### src/rtl/serial_negate_multi.sv
// serial_negate_multi
// Multi-lane, bit-serial two's-complement unit. Each lane receives one bit per
// valid cycle, LSB first, in fixed-length words of WIDTH bits. All lanes share
// framing (start, valid) and the per-word mode. Negation uses the serial rule
// "copy bits up to and including the first 1, then invert the rest", so each
// lane only needs to remember whether a 1 has been seen yet.
// All outputs are registered, and the latency is exactly one cycle.
module serial_negate_multi #(
  parameter int LANES = 4,
  parameter int WIDTH = 8
) (
  input  logic             t_clk,
  input  logic             r_n,
  input  logic             in_valid,
  input  logic             in_start,
  input  logic [1:0]       mode,
  input  logic [LANES-1:0] neg_en,
  input  logic [LANES-1:0] i,
  output logic [LANES-1:0] y,
  output logic             out_valid,
  output logic             out_last,
  output logic [LANES-1:0] ovf,
  output logic             err
);

  // Counter width is clog2(WIDTH). It is clamped to 1 so a degenerate
  // parameter still elaborates.
  localparam int CW = (WIDTH > 2) ? $clog2(WIDTH) : 1;
  localparam logic [CW-1:0] LAST_IDX = CW'(WIDTH - 1);

  localparam logic [1:0] MODE_NEGATE = 2'b01;
  localparam logic [1:0] MODE_COND   = 2'b10;

  typedef enum logic {
    IDLE   = 1'b0,
    ACTIVE = 1'b1
  } state_t;

  state_t           state_q, state_d;
  logic [CW-1:0]    cnt_q,   cnt_d;
  logic [LANES-1:0] seen_q,  seen_d;
  logic [LANES-1:0] neg_q,   neg_d;
  logic [LANES-1:0] y_q,     y_d;
  logic             vld_q,   vld_d;
  logic             last_q,  last_d;
  logic [LANES-1:0] ovf_q,   ovf_d;
  logic             err_q,   err_d;

  // Framing decode, shared by every lane.
  logic             start;
  logic             accept;
  logic             at_last;
  logic [CW-1:0]    idx;
  logic [LANES-1:0] new_neg;
  logic [LANES-1:0] neg_eff;
  logic [LANES-1:0] seen_eff;

  // Decode start/accept and the effective per-lane controls for this bit.
  // On a start bit the freshly computed negate mask and a cleared seen_one
  // apply immediately, so that bit 0 is handled with the new word's settings.
  always_comb begin
    start    = in_valid & in_start;
    accept   = in_valid & (in_start | (state_q == ACTIVE));
    idx      = start ? '0 : cnt_q;
    at_last  = accept & (idx == LAST_IDX);
    new_neg  = '0;
    for (int l = 0; l < LANES; l++) begin
      new_neg[l] = (mode == MODE_NEGATE) | ((mode == MODE_COND) & neg_en[l]);
    end
    neg_eff  = start ? new_neg : neg_q;
    seen_eff = start ? '0 : seen_q;
  end

  // Next-state logic: word FSM, bit counter, per-lane transform and flags.
  always_comb begin
    state_d = state_q;
    cnt_d   = cnt_q;
    seen_d  = seen_q;
    neg_d   = neg_q;
    y_d     = y_q;
    vld_d   = accept;
    last_d  = at_last;
    ovf_d   = '0;
    // An in_start while a word is open abandons that word. A valid bit with no
    // word open is an orphan and is dropped. Both cases count as framing errors.
    err_d   = (start & (state_q == ACTIVE)) |
              (in_valid & ~in_start & (state_q == IDLE));

    if (start) begin
      neg_d = new_neg;
    end

    if (accept) begin
      y_d    = i ^ (neg_eff & seen_eff);
      seen_d = seen_eff | i;
      if (at_last) begin
        // Only an input of 100..0 still has no earlier 1 when its MSB arrives.
        // Negating that value cannot be represented, so it is flagged here.
        ovf_d   = neg_eff & i & ~seen_eff;
        cnt_d   = '0;
        state_d = IDLE;
      end else begin
        cnt_d   = idx + CW'(1);
        state_d = ACTIVE;
      end
    end
  end

  // State and output registers, cleared asynchronously by r_n.
  always_ff @(posedge t_clk or negedge r_n) begin
    if (!r_n) begin
      state_q <= IDLE;
      cnt_q   <= '0;
      seen_q  <= '0;
      neg_q   <= '0;
      y_q     <= '0;
      vld_q   <= 1'b0;
      last_q  <= 1'b0;
      ovf_q   <= '0;
      err_q   <= 1'b0;
    end else begin
      state_q <= state_d;
      cnt_q   <= cnt_d;
      seen_q  <= seen_d;
      neg_q   <= neg_d;
      y_q     <= y_d;
      vld_q   <= vld_d;
      last_q  <= last_d;
      ovf_q   <= ovf_d;
      err_q   <= err_d;
    end
  end

  assign y         = y_q;
  assign out_valid = vld_q;
  assign out_last  = last_q;
  assign ovf       = ovf_q;
  assign err       = err_q;

endmodule

### config.mk
export PLATFORM = sky130hd
export DESIGN_NAME = serial_negate_multi
export DESIGN_NICKNAME = d
export VERILOG_FILES = /design/src/rtl/serial_negate_multi.sv
export SDC_FILE = /design/constraint.sdc
export NUM_CORES = 1
export LEC_CHECK = 0
export BUFFER_PORTS_ARGS = -buffer_cell sky130_fd_sc_hd__buf_2
export CAP_MARGIN = 0
export CORE_UTILIZATION = 40
export DETAILED_ROUTE_END_ITERATION = 8
export PLACE_DENSITY = 0.67
export SKIP_CTS_REPAIR_TIMING = 1
export SLEW_MARGIN = 20
export SYNTH_ARGS = -nofsm -noshare
export SYNTH_HDL_FRONTEND = slang
export SYNTH_SLANG_ARGS = --single-unit
### constraint.sdc
create_clock -name t_clk -period 1.2 [get_ports t_clk]
set_input_delay 0.06 -clock t_clk [delete_from_list [all_inputs] [get_ports t_clk]]
set_output_delay 0.06 -clock t_clk [all_outputs]
set_load 0.02 [all_outputs]
# Word level (Yosys, flattened, before mapping)
# Cells that the tools add are included.
# word_totals
mem_count	0
inputBits	14
latch_bits	0
reg_bits	23
ram_bits	0
word_cells	44
rom_bits	0
out_inout_bits	11
# classes
n_shift	0
div_mod_pow	0
n_mul	0
muxes	7
bitwise_logic	24
n_lt_le_gt_ge	0
eq_ne	3
add_sub_neg	1
reduce_logical	0
# op_table
op	count
$mux 4	4
$and 4x4->4	3
$and 1x1->1	10
$mux 3	2
$or 1x1->1	6
$not 4->4	1
$or 4x4->4	1
$xor 4x4->4	1
$add 3x1->3 const B	1
$eq 3x3->1 const B	1
$eq 2x1->1 const B	1
$eq 2x2->1 const B	1
$not 1->1	2
$mux 1	1

# Depth between registers and ports, before layout
# Gate-level depths: netlist (run 1).
# logic_depth
ltp_word	8
depth_mapped	7
depth_no_buf	6

# Least setup slack after synthesis (run 1)
# No wires, ideal clock.
# synth_path
path_kind	reg-to-reg
from	reg cnt_q[0]
to	reg ovf_q[1] (netlist: ovf[1])
t_arrival_ns	1.230
path_buffers	0
required_ns	1.080
setup_slack_ns	-0.151
synth_period_minus_slack_ns	1.351
stages_incl_launch_ff	6
setup_ns	0.120
path_cell_list	dfrtp_1 -> and2_1 -> ha_1 -> ha_1 -> and2_1 -> and4_1
# synth_via
elab_chain_len	5
# synth_lines
item	line	text
start: declaration	40	logic [CW-1:0] cnt_q, cnt_d;
start signal: assignment	123	cnt_q <= cnt_d;
$mux 3	64	idx = start ? '0 : cnt_q;
$eq 3x3->1	65	at_last = accept & (idx == LAST_IDX);
$and 1x1->1	65	
net at_last	52	logic at_last;
$mux 4	96	if (at_last) begin
$mux 4	93	if (accept) begin
net ovf_d[1]	46	logic [LANES-1:0] ovf_q, ovf_d;
end signal: assignment	129	ovf_q <= ovf_d;
end: declaration	46	
# The timed path passes the listed nets, and every way through them passes these cells.
# A chain may end at the register's enable or synchronous reset.

# Final worst setup path (run 1)
# layout_path
from	reg cnt_q[1]
to	reg ovf_q[0] (netlist: ovf[0])
# Same word-level chain as after synthesis.

==> results of run 1 <==
registers in the layout, summed over array words and instances (netlist names):
name	flops
seen_q	4
out_last	1
ovf	4
cnt_q	3
y	4
state_q	1
neg_q	4
err	1
out_valid	1
critical path, cell delays in order (launching register included):
cell     delay [ps]
dfrtp_1         400
and2_4          150
ha_4            150
ha_4            160
and2_4          150
and4_1          150
layout make-up:
cell class / instances / area [um2] / share of cell area
Clock buffer: 4 / 26.3 / 0.0204
Inverter: 2 / 7.51 / 0.00582
Multi-Input combinational cell: 69 / 428 / 0.332
Timing Repair Buffer: 36 / 218 / 0.169
Sequential cell: 23 / 576 / 0.446
Tap cell: 28 / 35.0 / 0.0272
how the worst min path moves through the flow:
stage	depth (start not counted)	to	start	slack, ps
finish	3	seen_q[2]	i[2]	-10
global route	3	seen_q[0]	i[0]	20
CTS	1	seen_q[1]	r_n	-280
detailed placement	1	seen_q[1]	r_n	60
global placement	1	y[1]	r_n	60
floorplan	0	cnt_q[0]	r_n	-240
stage by stage:
step / cell area, um2 / TNS [ps] / utilization / total power, W
after floorplan: 1050 / 0 / - / 0.00122
after global placement: 1210 / -31.2 / 0.527 / 0.00135
after detailed placement: 1210 / -140 / 0.527 / 0.00137
after CTS: 1240 / -221 / 0.539 / 0.00172
after global routing: 1290 / -474 / 0.562 / 0.00187
final: 1290 / -222 / 0.562 / 0.00173
per-layer routing:
layer / track usage / share of wire / vias to the layer above / wire (um)
met3: 0.0261 / 0.038 / 2 / 72
met1: 0.213 / 0.51 / 368 / 972
li1: - / - / 416 / -
met2: 0.249 / 0.45 / 20 / 853
met4: 0.0921 / 0.0084 / 0 / 16
met5: 0 / 0 / - / 0
power by group:
group / internal, W / leakage, nW / switching, W / total [W]
clock network: 0.000129 / 0.0150 / 0.000217 / 0.000346
logic: 0.000219 / 0.339 / 0.000232 / 0.000451
registers: 0.000878 / 0.277 / 0.0000548 / 0.000933
cells by family after synthesis:
logic type | after synthesis
AND/OR/NAND/NOR | 46
XOR/XNOR | 1
buffers and inverters | 6
AO/OA/AOI/OAI | 20
adder cells (fa/ha/maj) | 2
flip-flops | 23
cells in the mapped netlist (4+ instances only):
cell      instances
nand2_1          20
nor2_1            5
o21ai_0           5
and4_1            4
dfrtp_1          23
or3_1             4
nand3b_1          6
a21oi_1           5
a31oi_1           8
and2_1            5
==> metrics.md, run 1 <==
| Metric | Value |
|---|---|
| Compound-Gate Fraction of Synth Area | 0.115 |
| Worst r2r path cells | 5 |
| H-tree depth | 1 |
| Endpoints failing hold | 1 |
| Via Count | 806 |
| Clk sinks | 23 |
| Mux contribution to synthesized area | 0 |
| Worst-path maximum fanout | 5 |
| DRC Markers | 0 |
| Critical R2R Capture | ovf[0] |
| YS warnings | 0 |
| Violated checks | hold timing, setup timing |
| Mapped Nets | 114 |
| Synth Area in Simple Gates | 0.242 |
| DR iter-0 viols | 17 |
| Top Ports | 25 |
| Worst Path Required | 1400 ps |
| Async S/R FF share, synth | 1.00 |
| Die area | 2740 um2 |
| Top cells by area in the synthesized netlist | dfrtp_1 57%, nand2_1 7.4%, a31oi_1 4.9% |
| Synth Register Bits | 23 |
| Post-Place Cells | 152 |
| Largest family of logic cells by synthesized area | simple AND/OR/NAND/NOR gates |
| GRT Util Overall | 0.161 |
| Synth Area in Adders | 0.0247 |
| Worst hold slack | -11.8 ps |
| End of the critical path | ovf[0] |
| Worst r2r src | cnt_q[1] |
| Type of origin of the critical path | flop |
| Area Growth Syn to Fin | 27.3% |
| Die Ht | 52.3 um |
| PwrDens | 1340 nW/um2 |
| Post-Synth XOR/XNOR Area | 0.00864 |
| Syn avg cell area | 10.3 um2 |
| Clock root cell | clkbuf_4 |
| Grt ovf | 0 |
| DR pass1 iterations | 4 |
| RSZ-0062 raised after global routing | true |
| Clock transition at path regs | 120 ps |
| IO Port Bufs | 24 |
| Status | finished with violations |
| CTS buffer count | 3 |
| CTS tree | yes |
| Final Setup Violations | 5 |
| Min setup slack post-route | -56.7 ps |
| Via/cell ratio | 4.98 |
| Per-cell routed wire length | 11.8 um |
| Commonest non-fill, non-tap cell in the layout | buf_2 |
| Rel. slew slack | 0.661 |
| Site row count | 17 |
| Initial Util | 0.441 |
| Post-synthesis sequential area ratio | 0.568 |
| Final antenna-violating net count | 0 |
| Worst R2R Setup Slack | -60 ps |
| Core Footprint | 2300 um2 |
| Worst Max-Slew Pin Slew | 508 ps |
| Crit Path Category | reg2reg |
| Most frequent cells in the layout | 24 x buf_2, 23 x dfrtp_1, 20 x nand2_1, 9 x buf_4, 8 x a31oi_1 |
| Hpwl dp | 1.43 mm |
| Die X | 52.3 um |
| # fillers | 210 |
| Share of layout cells above drive strength 1 | 0.321 |
| Clock Tree Buf Depth | 2 |
| Maximum vdd drop | 0.000771 V |
| Crit. Startpoint | cnt_q[1] |
| Final non-filler cell total | 162 |
| Worst Path Arrival | 1460 ps |
| Ys flop type | dfrtp_1 |
| CP Capture Type | flop |
| Largest net degree at the start of global routing | 24 |
| Final worst path period need | 1260 ps |
| Final Cycle Share | 1.05 |
| Max Slew Vio Count | 0 |
| Placement Setup Slack | -36.1 ps |
| Post-Synthesis Cells | 98 |
| N_diodes | 0 |
| Area share of the largest cell type after synthesis | 0.568 |
| Static leakage | 0.631 nW |
| Worst-Skew Late Latency | 300 ps |
| Largest area contributor in the netlist | dfrtp_1 |
| Nets | 151 |
| Synth cell types | 20 |
| Fmax | 0.796 GHz |
| Number of global-route vias before repair | 697 |
| Worst Hold Class | in2reg |
| Post-synth EDFFs | 0 |
| Clock skew | 0.573 ps |
| Max-Cap Viols | 0 |
| First-pass GRT wire length | 3.10 mm |
| Final WL | 1.92 mm |
| Initial antenna violation count | 0 |
| Gpl congestion | 0.772 |
| Synth Cell Area | 1010 um2 |
No activity file was read; power rests on OpenSTA's default activity.
==> run 2: changes to the inputs <==
--- a/config.mk
+++ b/config.mk
@@ -5,12 +5,12 @@
 export SDC_FILE = /design/constraint.sdc
 export NUM_CORES = 1
 export LEC_CHECK = 0
-export BUFFER_PORTS_ARGS = -buffer_cell sky130_fd_sc_hd__buf_2
+export ABC_AREA = 1
+export BUFFER_PORTS_ARGS = -buffer_cell sky130_fd_sc_hd__buf_4
 export CAP_MARGIN = 0
 export CORE_UTILIZATION = 40
 export DETAILED_ROUTE_END_ITERATION = 8
 export PLACE_DENSITY = 0.67
-export SKIP_CTS_REPAIR_TIMING = 1
 export SLEW_MARGIN = 20
 export SYNTH_ARGS = -nofsm -noshare
 export SYNTH_HDL_FRONTEND = slang
==> run 2 against run 1 <==
Effect of this change:
- the run ends with setup timing left
- non-clock buffer count shrank 3
- via count grew 18%
- die area grew 5.1%
- clock power grew 1%
- final cell count grew 21%
- synthesized cell count grew 34%
- critical path depth grew 3
- setup slack lost 20 ps
- routed wire length grew 18%
- sequential cell count is the same
- clock skew grew 2.8 ps
- critical path type unchanged
- largest power group unchanged
==> metrics.md, run 2 <==
| Metric | Value |
|---|---|
| Status | finished with violations |
| Violated checks | setup timing |
| Syn avg cell area | 8.15 um2 |
| Core Footprint | 2500 um2 |
| Worst r2r src | cnt_q[0] |
| Clock Tree Buf Depth | 2 |
| Placement Setup Slack | -210 ps |
| Max Slew Vio Count | 0 |
| Max-Cap Viols | 0 |
| DR iter-0 viols | 14 |
| IO Port Bufs | 24 |
| Synth Register Bits | 23 |
| Worst Path Required | 1440 ps |
| Number of global-route vias before repair | 961 |
| First-pass GRT wire length | 3.96 mm |
| Ys flop type | dfrtp_1 |
| CP Capture Type | flop |
| Worst Path Arrival | 1510 ps |
| H-tree depth | 1 |
| PwrDens | 1310 nW/um2 |
| Clock transition at path regs | 120 ps |
| Share of layout cells above drive strength 1 | 0.289 |
| Hold Path Origin | i[3] |
| Final Setup Violations | 5 |
| Synth Cell Area | 1070 um2 |
| Largest net degree at the start of global routing | 24 |
| RSZ-0062 raised after global routing | true |
| YS warnings | 0 |
| GRT Util Overall | 0.194 |
| DR pass1 iterations | 4 |
| Synth top cells by count | 33 x nand2_1, 23 x dfrtp_1, 23 x inv_1 |
| Via/cell ratio | 4.87 |
| Endpoints failing hold | 0 |
| Largest area contributor in the netlist | dfrtp_1 |
| Hpwl dp | 1.66 mm |
| Area Growth Syn to Fin | 33.5% |
| Final Cycle Share | 1.06 |
| Total negative slack | -211 ps |
| Clock skew | 3.33 ps |
| Maximum vdd drop | 0.000738 V |
| Area share of the largest cell type after synthesis | 0.539 |
| Worst-Skew Late Latency | 300 ps |
| Mapped Nets | 147 |
| CTS tree | yes |
| Per-cell routed wire length | 11.5 um |
| Initial Util | 0.427 |
| Gpl congestion | 0.795 |
| Worst-path maximum fanout | 5 |
| DRC Markers | 0 |
| Worst Hold Class | in2reg |
| N_diodes | 0 |
| Synth cell types | 15 |
| Top Ports | 25 |
| Type of origin of the critical path | flop |
| Final worst path period need | 1280 ps |
| Top cells by area in the synthesized netlist | dfrtp_1 54%, nand2_1 12%, inv_1 8.1% |
| Grt ovf | 0 |
| Nets | 183 |
| Post-synth EDFFs | 0 |
| Site row count | 18 |
| Crit Path Category | reg2reg |
| Static leakage | 0.764 nW |
| Die Ht | 53.7 um |
| Most common cell in the synthesized netlist | nand2_1 |
| Initial antenna violation count | 0 |
| Crit. Startpoint | cnt_q[0] |
| Final WL | 2.26 mm |
| CTS buffer count | 3 |
| Post-synthesis sequential area ratio | 0.539 |
| Fmax | 0.783 GHz |
| Clk sinks | 23 |
| Worst Max-Slew Pin Slew | 295 ps |
| Die area | 2880 um2 |
| Min setup slack post-route | -76.5 ps |
| Clock root cell | clkbuf_4 |
| Final antenna-violating net count | 0 |
| Rel. slew slack | 0.803 |
| Die X | 53.7 um |
| Most frequent cells in the layout | 32 x nand2_1, 32 x buf_4, 23 x dfrtp_1, 20 x inv_1, 17 x nand3_1 |
| Via Count | 955 |
| Async S/R FF share, synth | 1.00 |
| Post-Synthesis Cells | 131 |
-- run 2: path summary, 6_finish.rpt --
kind / cells after the start / endpoint / slack (ps)
worst min-delay path: 3 / y[3] / 20
worst max-delay path: 8 / ovf[1] / -80
worst min register to register: 2 / y[0] / 510
max in group asynchronous: 2 / state_q / 800
worst max register to register: 8 / ovf[1] / -80
min in group asynchronous: 2 / out_valid / 170
-- run 2: layout make-up --
class                      count  area (um2)
sequential                    23         576
multi-input combinational     83         447
fill                         222        1070
tap                           30        37.5
clock buffer                   4        26.3
inverter                      23        88.8
timing repair buffer          33         250
-- run 2: metal layers --
layer | GRT usage | vias up | wire (um)
met1 | 0.225 | 451 | 1050
li1 | - | 481 | -
met2 | 0.363 | 21 | 1120
met5 | 0 | - | 0
met3 | 0.0339 | 2 | 73
met4 | 0.0526 | 0 | 15
-- run 2: kinds of logic after synthesis --
group / count (synthesis) / share of synthesized area
adder cells (fa/ha/maj): 2 / 0.0234
AO/OA/AOI/OAI: 14 / 0.0692
buffers and inverters: 25 / 0.0926
AND/OR/NAND/NOR: 67 / 0.275
flip-flops: 23 / 0.539
-- run 2: what timing repair did --
item | CTS | global route
hold buffers | 1 | 0
endpoints found under the hold margin | 23 | 0
pin swaps | 4 | 10
cloned | 0 | 0
resized for setup | 6 | 12
endpoints found under the setup margin | 9 | 9
setup buffers | 1 | 1
-- run 2: critical path, cell delays in order, from the launching register on --
cell and delay (ps):
dfrtp_1 390, inv_2 50, nor2_4 120, ha_4 150, ha_4 130, inv_4 40, nor2_4 130, nand2_1 80
nor2_1 110
-- run 2: power breakdown --
group	leakage, nW	internal [W]	switching (W)
Sequential	0.285	0.000890	0.0000666
Combinational	0.464	0.000246	0.000310
Clock	0.0150	0.000129	0.000220
Total	0.764	0.00127	0.000597
-- run 2: through the flow --
step,total power [W],util,hold slack [ps],area [um2],instances
floorplan,0.00123,-,-236,1070,131
global placement,0.00141,0.528,-29.4,1320,189
detailed placement,0.00143,0.528,-23.0,1320,189
CTS,0.00180,0.549,11.8,1370,195
global route,0.00201,0.570,12.6,1430,196
finish,0.00186,0.570,20.1,1430,196
